--- src/rtl/mips_pkg.sv ---
// Shared MIPS definitions: primary opcodes, datapath width and the
// encoding of the instruction-fetch state machine.
package mips_pkg;

  localparam int XLEN = 32;

  // Primary opcode field values (instr[31:26])
  localparam logic [5:0] OP_RTYPE = 6'h00;
  localparam logic [5:0] OP_LW    = 6'h23;
  localparam logic [5:0] OP_SW    = 6'h2B;
  localparam logic [5:0] OP_BEQ   = 6'h04;

  // Fetch FSM encoding (binary)
  typedef logic [1:0] fetch_state_t;
  localparam logic [1:0] S_FETCH = 2'd0;
  localparam logic [1:0] S_WAIT  = 2'd1;
  localparam logic [1:0] S_HOLD  = 2'd2;

endpackage

--- src/rtl/pc_next.sv ---
// Next-PC selection: sequential pc+4 or BEQ target
// pc + 4 + (sext(imm16) << 2). All sums are modulo 2^32, so the
// top of the address space wraps to zero.
module pc_next
  import mips_pkg::*;
(
  input  logic [XLEN-1:0] pc,
  input  logic [15:0]     imm16,
  input  logic            taken,
  output logic [XLEN-1:0] next_pc
);

  logic [XLEN-1:0] seq_pc;
  logic [XLEN-1:0] offset;

  // Sequential address, sign-extended word offset and final select
  always_comb begin
    seq_pc  = pc + 32'd4;
    offset  = {{14{imm16[15]}}, imm16, 2'b00};
    next_pc = taken ? (seq_pc + offset) : seq_pc;
  end

endmodule

--- src/rtl/instr_fetch.sv ---
// Instruction fetch unit: FETCH issues a one-cycle imem_req for pc,
// WAIT captures the memory response, HOLD presents the instruction
// until downstream accepts it, then pc advances (or branches on a
// taken BEQ) and the next fetch starts.
// Optional build macro: IFETCH_PERF_EN adds stall_cnt[15:0], a
// saturating count of cycles spent waiting on instruction memory.
// fsm_state exposes the current FSM state for observation.
module instr_fetch
  import mips_pkg::*;
#(
  parameter logic [31:0] RESET_PC = 32'h0000_0000
) (
  input  logic         clk,
  input  logic         rst_n,
  output logic         imem_req,
  output logic [31:0]  imem_addr,
  input  logic         imem_rvalid,
  input  logic [31:0]  imem_rdata,
  output logic         instr_valid,
  input  logic         instr_ready,
  output logic [31:0]  instr,
  output logic [5:0]   opcode,
  output logic [5:0]   func,
  output logic [31:0]  pc,
  input  logic         branch,
  input  logic         Zero,
`ifdef IFETCH_PERF_EN
  output logic [15:0]  stall_cnt,
`endif
  output fetch_state_t fsm_state
);

  // Handshake: an instruction transfers on any cycle where
  // instr_valid & instr_ready are both high. Once instr_valid rises it
  // stays high with instr/pc unchanged until that transfer happens.
  // branch/Zero are only meaningful on the transfer cycle.

  fetch_state_t    state;
  logic            armed;
  logic            accept;
  logic            taken;
  logic [XLEN-1:0] pc_nxt;

  assign accept = (state == S_HOLD) & instr_ready;
  assign taken  = branch & Zero;

  pc_next u_pc_next (
    .pc      (pc),
    .imm16   (instr[15:0]),
    .taken   (taken),
    .next_pc (pc_nxt)
  );

  // armed holds off the very first request until one clock edge has
  // passed after reset release, so imem_req is low throughout reset.
  // FSM, pc and instruction register
  always_ff @(posedge clk or negedge rst_n) begin
    if (!rst_n) begin
      state <= S_FETCH;
      armed <= 1'b0;
      pc    <= {RESET_PC[31:2], 2'b00};
      instr <= 32'h0;
    end else begin
      armed <= 1'b1;
      case (state)
        S_FETCH: begin
          if (armed) state <= S_WAIT;
        end
        S_WAIT: begin
          if (imem_rvalid) begin
            instr <= imem_rdata;
            state <= S_HOLD;
          end
        end
        S_HOLD: begin
          if (accept) begin
            pc    <= pc_nxt;
            state <= S_FETCH;
          end
        end
        default: state <= S_FETCH;
      endcase
    end
  end

  // Outputs decoded from state and the held instruction
  always_comb begin
    imem_req    = (state == S_FETCH) & armed;
    imem_addr   = {pc[31:2], 2'b00};
    instr_valid = (state == S_HOLD);
    opcode      = instr[31:26];
    func        = instr[5:0];
    fsm_state   = state;
  end

`ifdef IFETCH_PERF_EN
  // Memory stall counter: one count per cycle in WAIT, saturating
  always_ff @(posedge clk or negedge rst_n) begin
    if (!rst_n) begin
      stall_cnt <= 16'h0;
    end else if ((state == S_WAIT) && (stall_cnt != 16'hFFFF)) begin
      stall_cnt <= stall_cnt + 16'd1;
    end
  end
`endif

endmodule

--- config.mk ---
export PLATFORM = sky130hd
export DESIGN_NAME = instr_fetch
export DESIGN_NICKNAME = d
export VERILOG_FILES = /design/src/rtl/mips_pkg.sv /design/src/rtl/pc_next.sv /design/src/rtl/instr_fetch.sv
export SDC_FILE = /design/constraint.sdc
export NUM_CORES = 1
export LEC_CHECK = 0
export BUFFER_PORTS_ARGS = -buffer_cell sky130_fd_sc_hd__buf_2
export CAP_MARGIN = 0
export CORE_ASPECT_RATIO = 1.4
export CORE_UTILIZATION = 49
export DETAILED_ROUTE_END_ITERATION = 12
export PLACE_DENSITY = 0.79
export SLEW_MARGIN = 20
export SYNTH_ARGS = -nofsm -noshare
export SYNTH_HDL_FRONTEND = slang
export SYNTH_SLANG_ARGS = --single-unit
--- constraint.sdc ---
create_clock -name clk -period 3.4 [get_ports clk]
set_input_delay 0.34 -clock clk [delete_from_list [all_inputs] [get_ports clk]]
set_output_delay 0.34 -clock clk [all_outputs]
set_load 0.02 [all_outputs]
* After elaboration in Yosys (flattened, before gate mapping) *
Index checks and enable logic that the tools add are counted.

operators by class
  add/subtract/negate cells = 2
  reductions and logical operators = 4
  muxes and demuxes = 5
  equal/unequal tests = 5
  bitwise logic cells = 3

operator list
  cell                     count
  $add A32 B3 Y32 const B  1
  $add A32 B32 Y32         1
  $mux W32                 1
  $mux W2                  3
  $pmux W2 S3              1
  $ne A2 B2 Y1 const B     2
  $reduce_and A2 Y1        2
  $and A1 B1 Y1            3
  $reduce_and A3 Y1        1
  $eq A2 B1 Y1 const B     1
  $eq A2 B2 Y1 const B     1
  $logic_not A2 Y1         1
  $ne A2 B1 Y1 const B     1

storage, ports and cells
  output and inout bits = 112
  bits of input ports = 38
  bits in registers = 67
  word-level logic and storage cells = 23

* Depth between registers and ports, before layout *
  depth after elaboration = 4
  depth in mapped cells = 18
  gate-level depth less buffers = 16

* Hierarchy *
Synthesis repeated with hierarchy kept, for this count alone.

unflattened totals
  cell total of the unflattened synthesis = 587
  area total of the unflattened synthesis = 5854.4 µm²

by module, submodules not included
  module       area an instance (µm²)  instances  seq. area each (µm²)  cells each
  instr_fetch  3017.9                  1          1676.6                193
  pc_next      2836.5                  1          0.0                   394

* Least setup slack after synthesis *
OpenSTA, ideal clock, no wires.

  kind = register to register
  from = register pc[11]
  to = register pc[31]
  stages on the path, launching flop included = 18
  setup time = 0.130 ns
  path slack = -0.312 ns
  arrival time = 3.582 ns
  data required time = 3.270 ns
  path buffers = 2
  period minus slack after synthesis = 3.712 ns
  path through = dfrtp_1 > buf_2 > and4_1 > nand3_1 > or3_1 > buf_6 > nor2_1 > nand3_1 > xnor2_1 > ha_1 > a21o_1 > a21o_1 > a21o_1 > a31oi_1 > o21ai_0 > o41ai_1 > nor3_2 > xnor2_1

on the way
  word-level cells in the longest chain between the ends = 3

ends and longest elaborated chain
  item                      RTL line           RTL
  start: declaration        instr_fetch.sv:24  output logic [31:0] pc,
  start signal: assignment  instr_fetch.sv:61  pc <= {RESET_PC[31:2], 2'b00};
  start signal: assignment  instr_fetch.sv:77  pc <= pc_nxt;
  $add A32 B3 Y32 (*)       pc_next.sv:18      seq_pc = pc + 32'd4;
  $add A32 B32 Y32          pc_next.sv:20      next_pc = taken ? (seq_pc + offset) : seq_pc;
  $mux W32 (*)              pc_next.sv:20

Mark *: on every way between the ends. The rest lies on a longest branch, timed or not.
A chain may end at the register's enable or synchronous reset.

* Worst setup path in the final report *
  from = register pc[4]
  to = register pc[31]

Same word-level chain as after synthesis.

==> results.toml <==
[grt]
grt_overflow = 0
grt_start_max_net_pins = 48
grt_antenna_before_repair = 0
grt_pass1_wl_um = 25660
grt_pass1_vias = 5306
grt.total_usage = 0.2829

[finish]
drive_gt1_frac = 0.4341
num_antenna_cells = 0
final_net_count = 875
area_delta_synth_final_pct = 32.88
stdcell_area_um2 = 7191
n_fill_cell = 894
fin_cells = 945

[power]
cellLeakagePower_nw = 3.484
vdd_drop_max_v = 0.0006765
switching_share = 0.4855
p_seq_frac = 0.159
internal_power_mw = 4.832
totalPowerFinal_mw = 9.393
combPwrFrac = 0.731
power.switching_mw = 4.561
clkPwrFrac = 0.110
p_per_area_nw_per_um2 = 1306

[setup_path]
cp_data_arrival_time_ns = 3.74
slowest_delay_ns = 0.40
slowest_stage = "dfrtp_2"
rrSetupSlack_ns = -0.07
critPathKind = "reg2reg"
cp_max_fo = 4
startpoint_type = "flip-flop"
end_kind = "flip-flop"
worstRegToRegCells = 14
path_cells = "and4_4 > and2_4 > and3_1 > xor2_1 > ha_1 > a21oi_1 > o21ai_1 > or3_4 > o211ai_4 > o21ai_2 > a41o_1 > mux2_4 > nor3_2 > xnor2_1"
cp.required_ns = 3.67

[synth]
yosysSeqAreaShare = 0.3006
avgSynthCellArea_um2 = 8.714
syn_inst = 621
yosys_warnings = 0
synth.cell_area_um2 = 5411
synth_edf_count = 0
yosys_most_used_dff = "dfrtp_1"
yosysUniqueCellTypes = 63
ys_ff_latch = 65
async_reset_ff_frac = 1.000

[timing]
post-route-period-util = 1.020
slew-limit-headroom = 0.5567
hold_viol = 0
setup_slack_ns = -0.06778
rsz0062_at_grt = "true"
slew_violations = 0
clock_skew_ns = 0.008610
fmax_mhz = 288.4
finalSetupViolCount = 3
timing.hold.ws_ns = 0.2238
tightest_slew_ns = 0.6634
min_period_ns = 3.468

[clock_tree]
clock_sinks = 65
clk_pin_slew_ns = 0.06
cts_tree = "yes"
clk_path_buf_depth = 2
clk_latency_ns = 0.35
h-tree-depth = 3
numCtsBuffers = 9
clock-root-buffer = "clkbuf_16"

[placed_design]
gp_congestion = 0.9996
placed_area_um2 = 6545
place_hpwl_um = 11950
dpl.cell_count = 922
io_buffers = 145

[floorplan]
start_util = 0.5006
row_count = 45
die_h_um = 126.3
die-area_um2 = 11470
die_x_um = 90.82
ios = 150
core_um2 = 10810

[routing]
wirelength_um = 16210
vias = 5379
ant_nets = 0
dr.pass1.iters = 5
routedWlPerCell_um = 17.16
drc = 0
via_per_inst = 5.692
drtIter0Drc = 267

[worst_hold_path]
hold_depth = 2
holdCritPathClass = "in2reg"

[outcome]
status = "finished, violations left"
violations = "setup timing"

[run]
drv_cap = 0
-- synth_stat cells, types with 14 or more instances --
| cell type | instances | area, um^2 |
|---|---|---|
| buf_4 | 46 | 345.3 |
| mux2_2 | 32 | 360.4 |
| o21ai_0 | 31 | 155.2 |
| a21oi_1 | 51 | 255.2 |
| nor2_1 | 50 | 187.7 |
| ha_1 | 37 | 462.9 |
| nand4_1 | 14 | 87.58 |
| clkbuf_1 | 20 | 75.07 |
| nand3_1 | 25 | 125.1 |
| dfrtp_1 | 65 | 1627 |
| nand2_1 | 49 | 183.9 |
| xnor2_1 | 32 | 280.3 |
| xor2_1 | 20 | 175.2 |
| a21o_1 | 21 | 157.7 |
-- layer usage --
layer,GRT usage,up-vias,routed length [um]
met5,0,-,0
met4,0.1345,0,571
met3,0.04556,38,605
met2,0.5428,165,9077
met1,0.2969,2652,5960
li1,-,2524,-
-- cell usage in the layout (no fill, tap or decap), drive strengths merged, types with 27 or more instances in the layout --
cell,netlist,final
dfrtp,65,65
nand3,27,27
buf,54,237
xnor2,32,32
nor2,50,50
o21ai,37,37
a21oi,51,51
nand2,49,49
mux2,33,33
ha,37,37
-- sequential cells by signal (all words and copies together) (netlist names) --
register / cells
armed: 1
instr: 32
fsm_state: 2
pc: 30
-- cell type report --
class / instances / area (um^2) / area share
Timing Repair Buffer: 238 / 1434 / 0.1994
Sequential cell: 65 / 1635 / 0.2274
Tap cell: 141 / 176.4 / 0.02453
Clock inverter: 7 / 102.6 / 0.01427
Multi-Input combinational cell: 475 / 3580 / 0.4978
Inverter: 10 / 37.54 / 0.005220
Clock buffer: 9 / 225.2 / 0.03132
-- path summary, 6_finish.rpt --
check                                         startpoint                        to
worst max-delay path                   pc[4]$_DFFE_PN0P_        pc[31]$_DFFE_PN0P_
worst min-delay path                      imem_rdata[15]     instr[15]$_DFFE_PN0P_
worst max register to register         pc[4]$_DFFE_PN0P_        pc[31]$_DFFE_PN0P_
worst min register to register  fsm_state[1]$_DFFE_PN0P_  fsm_state[0]$_DFFE_PN0P_
max in group asynchronous                          rst_n         pc[2]$_DFFE_PN0P_
min in group asynchronous                          rst_n        pc[15]$_DFFE_PN0P_
-- worst max-delay path: cells and delay by family (launching register included) --
family / cells / cell delay [ns]
XOR/XNOR: 2 / 0.30
AND/OR/NAND/NOR: 5 / 1.05
adder cells (fa/ha/maj): 1 / 0.33
multiplexers: 1 / 0.32
AO/OA/AOI/OAI: 5 / 0.99
flip-flops: 1 / 0.40
-- per-stage QoR --
| stage | util | TNS, ns | setup slack, ns |
|---|---|---|---|
| CTS | 0.6438 | 0 | 0.001208 |
| global route | 0.6652 | -1.288 | -0.2271 |
| global placement | 0.6054 | -0.1790 | -0.1790 |
| floorplan | - | -0.08226 | -0.08226 |
| detailed placement | 0.6054 | -0.2331 | -0.1863 |
| finish | 0.6652 | -0.1392 | -0.06778 |
-- cell families (layout without fill, tap and decap cells) --
group	count (synthesis)	count (layout)	synth area share
adder cells (fa/ha/maj)	38	38	0.08925
XOR/XNOR	52	52	0.08416
other	2	5	0.001388
AND/OR/NAND/NOR	190	190	0.1792
flip-flops	65	65	0.3006
multiplexers	34	34	0.07121
AO/OA/AOI/OAI	156	156	0.1820
buffers and inverters	84	264	0.09225
-- power groups by stage --
stage               clock network (mW)  logic (mW)  registers (mW)
floorplan                            0        3.80            2.02
global placement                     0        6.15            1.46
detailed placement                   0        6.27            1.49
CTS                               1.03        6.39            1.48
global route                      1.07        7.37            1.55
finish                            1.03        6.87            1.49
-- what timing repair did --
action / in CTS / in global routing
resized for setup: 12 / 44
pin swaps: 3 / 27
hold buffers: 1 / 0
hold endpoints to repair: 21 / 0
setup endpoints to repair: 4 / 15
buffers inserted: 2 / 4
Note: power is estimated with default switching activity, not from simulation.
